## src/rtl/puerta_pkg.sv

```systemverilog
// Shared door-controller types: the four door states and the code shown on state_o.
package puerta_pkg;

    typedef enum logic [1:0] {
        CERRADA  = 2'd0,
        ABRIENDO = 2'd1,
        ABIERTA  = 2'd2,
        CERRANDO = 2'd3
    } estado_e;

    // Display logic reads state_o through this mapping, so LEDs stay tied to the state names.
    function automatic logic [1:0] codigo_estado(estado_e s);
        return 2'(s);
    endfunction

    function automatic int maxInt(int a, int b);
        return (a > b) ? a : b;
    endfunction

endpackage

```

## src/rtl/control_puerta_if.sv

```systemverilog
// Button/sensor inputs and motor/status outputs of the door controller, bundled as one port.
interface puerta_if;

    logic       btn_req;
    logic       obstacle;
    logic       req_ack;
    logic       motor_open;
    logic       motor_close;
    logic       door_open;
    logic [1:0] state_o;

    modport master (
        output btn_req, obstacle,
        input  req_ack, motor_open, motor_close, door_open, state_o
    );

    modport slave (
        input  btn_req, obstacle,
        output req_ack, motor_open, motor_close, door_open, state_o
    );

endinterface

```

## src/rtl/temporizador_puerta.sv

```systemverilog
// Loadable down-counter that stops at zero; times door travel and dwell phases.
module temporizador_puerta #(
    parameter int TW = 3
) (
    input  logic          clk,
    input  logic          rst,
    input  logic          load_i,
    input  logic [TW-1:0] load_val_i,
    output logic [TW-1:0] cnt_o,
    output logic          zero_o
);

    logic [TW-1:0] cnt_q;
    logic [TW-1:0] cnt_d;

    // A load always wins over the countdown; an idle counter rests at zero.
    always_comb begin
        cnt_d = cnt_q;
        if (load_i) begin
            cnt_d = load_val_i;
        end else if (cnt_q != '0) begin
            cnt_d = cnt_q - 1'b1;
        end
    end

    always_ff @(posedge clk) begin
        if (rst) begin
            cnt_q <= '0;
        end else begin
            cnt_q <= cnt_d;
        end
    end

    assign cnt_o  = cnt_q;
    assign zero_o = (cnt_q == '0);

endmodule

```

## src/rtl/control_puerta.sv

```systemverilog
// Door controller FSM: open/hold/close cycle with dwell extension and obstacle reversal.
module control_puerta
    import puerta_pkg::*;
#(
    parameter int T_MOVE = 4,
    parameter int T_HOLD = 8
) (
    input  logic     clk,
    input  logic     rst,
    puerta_if.slave  bus
);

    localparam int TW = $clog2(maxInt(T_MOVE, T_HOLD));
    localparam logic [TW-1:0] MOVE_LAST = TW'(T_MOVE - 1);
    localparam logic [TW-1:0] HOLD_LAST = TW'(T_HOLD - 1);

    estado_e       state_q;
    estado_e       state_d;
    logic          btn_q;
    logic          ack_q;
    logic          ack_d;
    logic          load;
    logic [TW-1:0] load_val;
    logic [TW-1:0] cnt;
    logic          zero;
    logic          req_evt;

    assign req_evt = bus.btn_req & ~btn_q;

    temporizador_puerta #(.TW(TW)) u_timer (
        .clk        (clk),
        .rst        (rst),
        .load_i     (load),
        .load_val_i (load_val),
        .cnt_o      (cnt),
        .zero_o     (zero)
    );

    // Reversing from CERRANDO reloads with the distance already closed, so the door reopens exactly that far.
    always_comb begin
        state_d  = state_q;
        ack_d    = 1'b0;
        load     = 1'b0;
        load_val = '0;
        case (state_q)
            CERRADA: begin
                if (req_evt) begin
                    state_d  = ABRIENDO;
                    load     = 1'b1;
                    load_val = MOVE_LAST;
                    ack_d    = 1'b1;
                end
            end
            ABRIENDO: begin
                if (zero) begin
                    state_d  = ABIERTA;
                    load     = 1'b1;
                    load_val = HOLD_LAST;
                end
            end
            ABIERTA: begin
                if (req_evt) begin
                    load     = 1'b1;
                    load_val = HOLD_LAST;
                    ack_d    = 1'b1;
                end else if (bus.obstacle) begin
                    load     = 1'b1;
                    load_val = HOLD_LAST;
                end else if (zero) begin
                    state_d  = CERRANDO;
                    load     = 1'b1;
                    load_val = MOVE_LAST;
                end
            end
            CERRANDO: begin
                if (bus.obstacle || req_evt) begin
                    state_d  = ABRIENDO;
                    load     = 1'b1;
                    load_val = MOVE_LAST - cnt;
                    ack_d    = req_evt;
                end else if (zero) begin
                    state_d  = CERRADA;
                end
            end
            default: state_d = CERRADA;
        endcase
    end

    always_ff @(posedge clk) begin
        if (rst) begin
            state_q <= CERRADA;
            btn_q   <= 1'b0;
            ack_q   <= 1'b0;
        end else begin
            state_q <= state_d;
            btn_q   <= bus.btn_req;
            ack_q   <= ack_d;
        end
    end

    assign bus.req_ack     = ack_q;
    assign bus.motor_open  = (state_q == ABRIENDO);
    assign bus.motor_close = (state_q == CERRANDO);
    assign bus.door_open   = (state_q == ABIERTA);
    assign bus.state_o     = codigo_estado(state_q);

endmodule

```

## src/flat_wrapper.sv

```systemverilog
// flat-port wrapper written by rule: the top's interface ports become plain ports
module control_puerta_flat import puerta_pkg::*;
#(
    parameter int T_MOVE = 4,
    parameter int T_HOLD = 8
)
  (clk, rst, bus_btn_req, bus_obstacle, bus_req_ack, bus_motor_open, bus_motor_close, bus_door_open, bus_state_o);
  puerta_if bus_i ();
  input  logic clk;
  input  logic rst;
  input wire logic [$bits(bus_i.btn_req)-1:0] bus_btn_req;
  input wire logic [$bits(bus_i.obstacle)-1:0] bus_obstacle;
  output wire logic [$bits(bus_i.req_ack)-1:0] bus_req_ack;
  output wire logic [$bits(bus_i.motor_open)-1:0] bus_motor_open;
  output wire logic [$bits(bus_i.motor_close)-1:0] bus_motor_close;
  output wire logic [$bits(bus_i.door_open)-1:0] bus_door_open;
  output wire logic [$bits(bus_i.state_o)-1:0] bus_state_o;
  assign bus_i.btn_req = bus_btn_req;
  assign bus_i.obstacle = bus_obstacle;
  assign bus_req_ack = bus_i.req_ack;
  assign bus_motor_open = bus_i.motor_open;
  assign bus_motor_close = bus_i.motor_close;
  assign bus_door_open = bus_i.door_open;
  assign bus_state_o = bus_i.state_o;
  control_puerta #(.T_MOVE(T_MOVE), .T_HOLD(T_HOLD)) u_core (.clk(clk), .rst(rst), .bus(bus_i));
endmodule
```

## config.mk

```make
export PLATFORM = sky130hd
export DESIGN_NAME = control_puerta_flat
export DESIGN_NICKNAME = d
export VERILOG_FILES = /design/src/rtl/puerta_pkg.sv /design/src/rtl/control_puerta_if.sv /design/src/rtl/temporizador_puerta.sv /design/src/rtl/control_puerta.sv /design/src/flat_wrapper.sv
export SDC_FILE = /design/constraint.sdc
export NUM_CORES = 1
export LEC_CHECK = 0
export CAP_MARGIN = 10
export CORE_AREA = 2 2 39 41
export CTS_BUF_LIST = sky130_fd_sc_hd__clkbuf_8
export CTS_CLUSTER_SIZE = 12
export DETAILED_ROUTE_END_ITERATION = 10
export DIE_AREA = 0 0 41 43
export DONT_BUFFER_PORTS = 1
export HOLD_SLACK_MARGIN = 0.06
export SYNTH_ARGS = -nofsm -noshare
export SYNTH_HDL_FRONTEND = slang
export SYNTH_SLANG_ARGS = --single-unit
```

## constraint.sdc

```tcl
create_clock -name clk -period 2.81 [get_ports clk]
set_input_delay 0.1405 -clock clk [delete_from_list [all_inputs] [get_ports clk]]
set_output_delay 0.1405 -clock clk [all_outputs]
set_load 0.005 [all_outputs]
```

# Yosys cells after proc, flatten, opt, wreduce, memory -nomap -nowiden
# Index checks and enable logic that the tools add are counted.
dict set report word_totals {
  register_bits 7
  input_bits 4
  output_inout_bits 6
  wordCells 49
}
dict set report op_classes {
  n_addsub 2
  n_eq_ne 9
  mux 25
  bitwise 2
  n_reduce_logical 7
}
# operator n
set op_table {}
lappend op_table {{2-bit 2-to-1 mux} 9}
lappend op_table {{3-bit 2-to-1 mux} 6}
lappend op_table {{3-bit one-hot mux with 4 select lines} 1}
lappend op_table {{2-bit one-hot mux with 4 select lines} 1}
lappend op_table {{1-bit 2-to-1 mux} 6}
lappend op_table {{2-bit by 1-bit inequality test with 1-bit output, second input constant} 3}
lappend op_table {{6-bit AND reduction} 1}
lappend op_table {{2-bit == test, second input constant} 2}
lappend op_table {{2-bit inequality test, second input constant} 2}
lappend op_table {{1-bit one-hot mux with 4 select lines} 1}
lappend op_table {{3-bit logical NOT} 1}
lappend op_table {{3-bit by 1-bit inequality test with 1-bit output, second input constant} 1}
lappend op_table {{3-bit nonzero test} 1}
lappend op_table {{2-bit by 3-bit subtractor with 3-bit output, first input constant} 1}
lappend op_table {{3-bit by 1-bit subtractor with 3-bit output, second input constant} 1}
lappend op_table {{2-bit by 1-bit == test with 1-bit output, second input constant} 1}
lappend op_table {{2-bit logical NOT} 1}
lappend op_table {{1-bit one-hot mux with 2 select lines} 1}
lappend op_table {{2-bit nonzero test} 1}
lappend op_table {{2-bit OR reduction} 1}
lappend op_table {{1-bit AND} 1}
lappend op_table {{1-bit logical OR} 1}
lappend op_table {{1-bit inverter} 1}

# Longest topological paths before layout
dict set report logic_depth {
  depth_word 6
  mapped_depth 7
  depth_no_buf 7
}

# Cells and area by module
# A second synthesis with hierarchy kept.
dict set report unflattened {
  hier_cells 70
  area_unflattened_um2 593.1
}
# mod instances cells_each area_per_inst_um2 seq_area_each_um2
set by_module_without_submodules {}
lappend by_module_without_submodules {control_puerta 1 48 386.6 80.1}
lappend by_module_without_submodules {temporizador_puerta 1 22 206.4 60.1}

# Least setup slack after synthesis
# No wires, ideal clock.
dict set report synth_timing {
  kind {reg2reg}
  start {register u_core.state_q[0], in the netlist u_core.bus.state_o[0]}
  end {register u_core.u_timer.cnt_q[2], in the netlist u_core.u_timer.cnt_o[2]}
  setup_ns 0.079
  arrival_ns 1.572
  t_required_ns 2.731
  slack_ns 1.159
  stages_incl_launch_ff 8
  path_buffers 1
  period_less_slack_ns 1.651
  path_cell_list {dfxtp_1 -> inv_1 -> ha_1 -> buf_2 -> nor4_1 -> o21ai_2 -> a21o_1 -> a211oi_2}
}
dict set report synth_between {
  elab_chain_cells 3
  elab_cells_between_ends 8
  cone_classes {eq/ne (3); mux (3); reduce/logical (2)}
}
# element line
set synth_lines {}
lappend synth_lines {{from (decl)} control_puerta.sv:17} ;# estado_e state_q;
lappend synth_lines {{from (signal assigned)} control_puerta.sv:95} ;# state_q <= state_d;
lappend synth_lines {{2-bit == test (tied with other cells)} control_puerta.sv:45} ;# case (state_q)
lappend synth_lines {{3-bit one-hot mux with 4 select lines / 1-bit one-hot mux with 4 select lines (equally long branches)} control_puerta.sv:45}
lappend synth_lines {{3-bit 2-to-1 mux / 2-bit nonzero test (equally long branches)} n/a}
lappend synth_lines {{to (signal assigned)} temporizador_puerta.sv:30} ;# cnt_q <= cnt_d;
lappend synth_lines {{to (decl)} temporizador_puerta.sv:13} ;# logic [TW-1:0] cnt_q;
# Parallel ways exist; a longest one is shown, timed or not.
# A chain may end at the register's enable or synchronous reset.

# Worst setup path after layout
dict set report layout_timing {
  start {register u_core.state_q[1], in the netlist u_core.bus.state_o[1]}
  end {register u_core.u_timer.cnt_q[1], in the netlist u_core.u_timer.cnt_o[1]}
}
# The elaborated chain is that of the path after synthesis.

==> results.cfg <==
[run_status]
status = finished, final reports clean

[yosys]
synth.area.mux_share_pct = 1.83
synth_top_family_by_area = compound AO/OA/AOI/OAI gates
synthArstFlopShare_pct = 0
ys.warnings.count = 0
synth_area_per_cell_um2 = 9.11
netlist_top_cells_area = dfxtp_1, ha_1, a211oi_4
number_of_cells_produced_by_synthesis = 60
synth_nets = 70
synth_top_cell_area_share_pct = 25.6
yosysUniqueCellTypes = 30
post_synth_instance_area_um2 = 547
share_of_the_yosys_chip_area_belonging_to_registers_pct = 25.6
synth-adder-area-share_pct = 13.7
synth_ff_type = dfxtp_1
synth_top_cells_by_count = dfxtp_1, ha_1, inv_1, nor2_1, nor3_1
xor_xnor_share_of_the_synthesized_area_pct = 1.60
simple_gate_share_of_the_synthesized_area_pct = 24.9
synth-edff-count = 0
synth_compound_gate_area_share_pct = 27.9
synth_most_common_cell = dfxtp_1
synth-seq-cells = 7
synth_top_cell_by_area = dfxtp_1

[placement]
hpwlAfterDp_um = 844
io_buffers = 0
placed_cells = 75
gpl.final_weighted_congestion = 0.789

[global_routing]
wire_length_of_the_first_global_routing_pass_um = 1890
grt_remaining_overflow = 0
vias_in_the_first_global_route = 466
grt_antenna_before_repair = 0
grtUsageTotal_pct = 16.2
grt_start_max_net_pins = 10

[clocking]
clock-root-buffer = clkbuf_8
cts_htree_levels = 1
cts_setup_buffers = 0
clk_transition_reported_paths_ps = 40
cts-root-to-sink-buffers = 2
tritoncts = built
post_cts_resize_count = 0
insertion_delay_ps = 230
cts_num_sinks = 7
numCtsBuffers = 3

[power_and_ir_drop]
vdd.ir_drop.worst_uv = 486
powerDensity_mw_per_mm2 = 1230
p_leak_nw = 0.245

[floorplanning]
core_area_mm2 = 0.00138
dieWidth_um = 41
die_height_um = 43
io_pins = 10
start_util_pct = 39.5
fp.dieArea_mm2 = 0.00176
fp-row-count = 14

[layout]
final_net_count = 75
total_inserted_antenna_cells = 0
final-instance-count-excl-fill = 80
final_layout_size_suffix_gt1_share_pct = 18.8
num-fill-cells = 130
synthToLayoutAreaGrowth_pct = 12.8

[timing]
maxSlewViolCount = 0
post-route-period-util_pct = 63.4
relSlewSlack_pct = 77.9
finClkSkew_ps = 4.29
finalWorstPathRequiredPeriod_ps = 1780
report.final.hold_viol_count = 0
setup_total_negative_slack_ps = 0
timing.fmax_ghz = 0.561
worst_slew_pin_slew_ps = 331
setup_repair_after_global_routing_missed_its_margin = false
timing.final.setup_violations = 0

[worst_hold_path]
timing.hold.worst.class = input pin to register
hold-path-cell-count = 1

[route]
detailedRoute.firstPassIterationCount = 2
vias = 438
dr.first_iter.drc_count = 1
detail_route.vias_per_cell = 5.48
drt_wl_total_um = 1060
drcViolationCount = 0
wl_per_cell_um = 13.3
detail-route-antenna-nets = 0

[setup_path]
cp-start-kind = register
crit_path_end_kind = register
cp_max_fo = 9
rr_worst_depth = 6
crit_path_max_incr_delay_ps = 430
crit_slowest_cell = dfxtp_1
crit_required_ps = 2950
arrival_ps = 1920
critPathKind = register to register
crit_chain = inv_1, ha_1, nor4_1, o21ai_2, a21o_1, a311oi_2

[flow_run]
drv_cap = 0
power breakdown:
group	switching, mW	internal, mW	leakage (nW)
Sequential	0.0347	0.135	0.0580
Clock	0.0450	0.0945	0.0269
Combinational	0.245	0.204	0.160
registers in the layout, indices dropped and copies added, names as in the netlist:
| signal | count |
|---|---|
| u_core.btn_q | 1 |
| u_core.bus.state_o | 2 |
| u_core.bus.req_ack | 1 |
| u_core.u_timer.cnt_o | 3 |
what timing repair did:
action | 4_1_cts | 5_1_grt
hold endpoints to repair | 6 | 0
hold buffers | 1 | 0
endpoints found under the setup margin | 0 | 0
per-stage QoR:
stage                     power (mW)  worst slack (ps)  cell area, um2  utilization, %  hold slack (ps)
after floorplan                0.551              1160             547               -              205
after global placement         0.617              1050             562            40.6              210
after detailed placement       0.622              1030             562            40.6              210
after CTS                      0.771              1010             617            44.6             71.4
after global routing           0.821               853             617            44.6             77.4
final                          0.758              1030             617            44.6             78.2
metal layers:
layer	up-vias	wire length (um)	global-route usage [%]
li1	223	-	-
met1	203	411	16.2
met2	10	564	24.7
met3	2	59	5.76
met4	0	26	14.0
met5	-	0	0
final timing paths:
| kind | startpoint | endpoint | slack (ps) |
|---|---|---|---|
| worst min register to register | u_core.btn_q | u_core.bus.req_ack | 440 |
| worst max-delay path | u_core.bus.state_o[1] | u_core.u_timer.cnt_o[1] | 1030 |
| worst min-delay path | bus_btn_req | u_core.btn_q | 80 |
| worst max register to register | u_core.bus.state_o[1] | u_core.u_timer.cnt_o[1] | 1030 |
logic make-up (layout without fill, tap and decap cells):
| family | after synthesis | in the layout |
|---|---|---|
| XOR/XNOR | 1 | 1 |
| buffers and inverters | 6 | 10 |
| multiplexers | 1 | 1 |
| AO/OA/AOI/OAI | 17 | 17 |
| adder cells (fa/ha/maj) | 6 | 6 |
| flip-flops | 7 | 7 |
| AND/OR/NAND/NOR | 22 | 22 |
layout make-up:
cell class | instances | area [um2] | share of cell area (%)
well taps | 16 | 20.0 | 3.25
flip-flops and latches | 7 | 140 | 22.7
multi-input cells | 47 | 383 | 62.1
clock inverters | 1 | 3.75 | 0.609
inverters | 5 | 18.8 | 3.04
clock buffers | 3 | 41.3 | 6.69
repair buffers | 1 | 10.0 | 1.62
layout by cell type (no fill, tap or decap), types with 2 or more instances in the layout:
cell      n
a21o_1    2
ha_1      6
nor4b_1   2
nor2_1    5
clkbuf_8  3
nand2_1   3
inv_1     6
dfxtp_1   7
nand2b_1  2
a21oi_1   2
nor3_1    4
o21ai_2   2
o21a_1    2
worst max-delay path, delay by kind of cell, from the launching register on:
family          cells  cell delay (ps)
compound gates      3              470
flops               1              430
simple gates        1              370
fa+ha+maj           1              310
buf+inv             1              110
No activity file was read; power rests on OpenSTA's default activity.
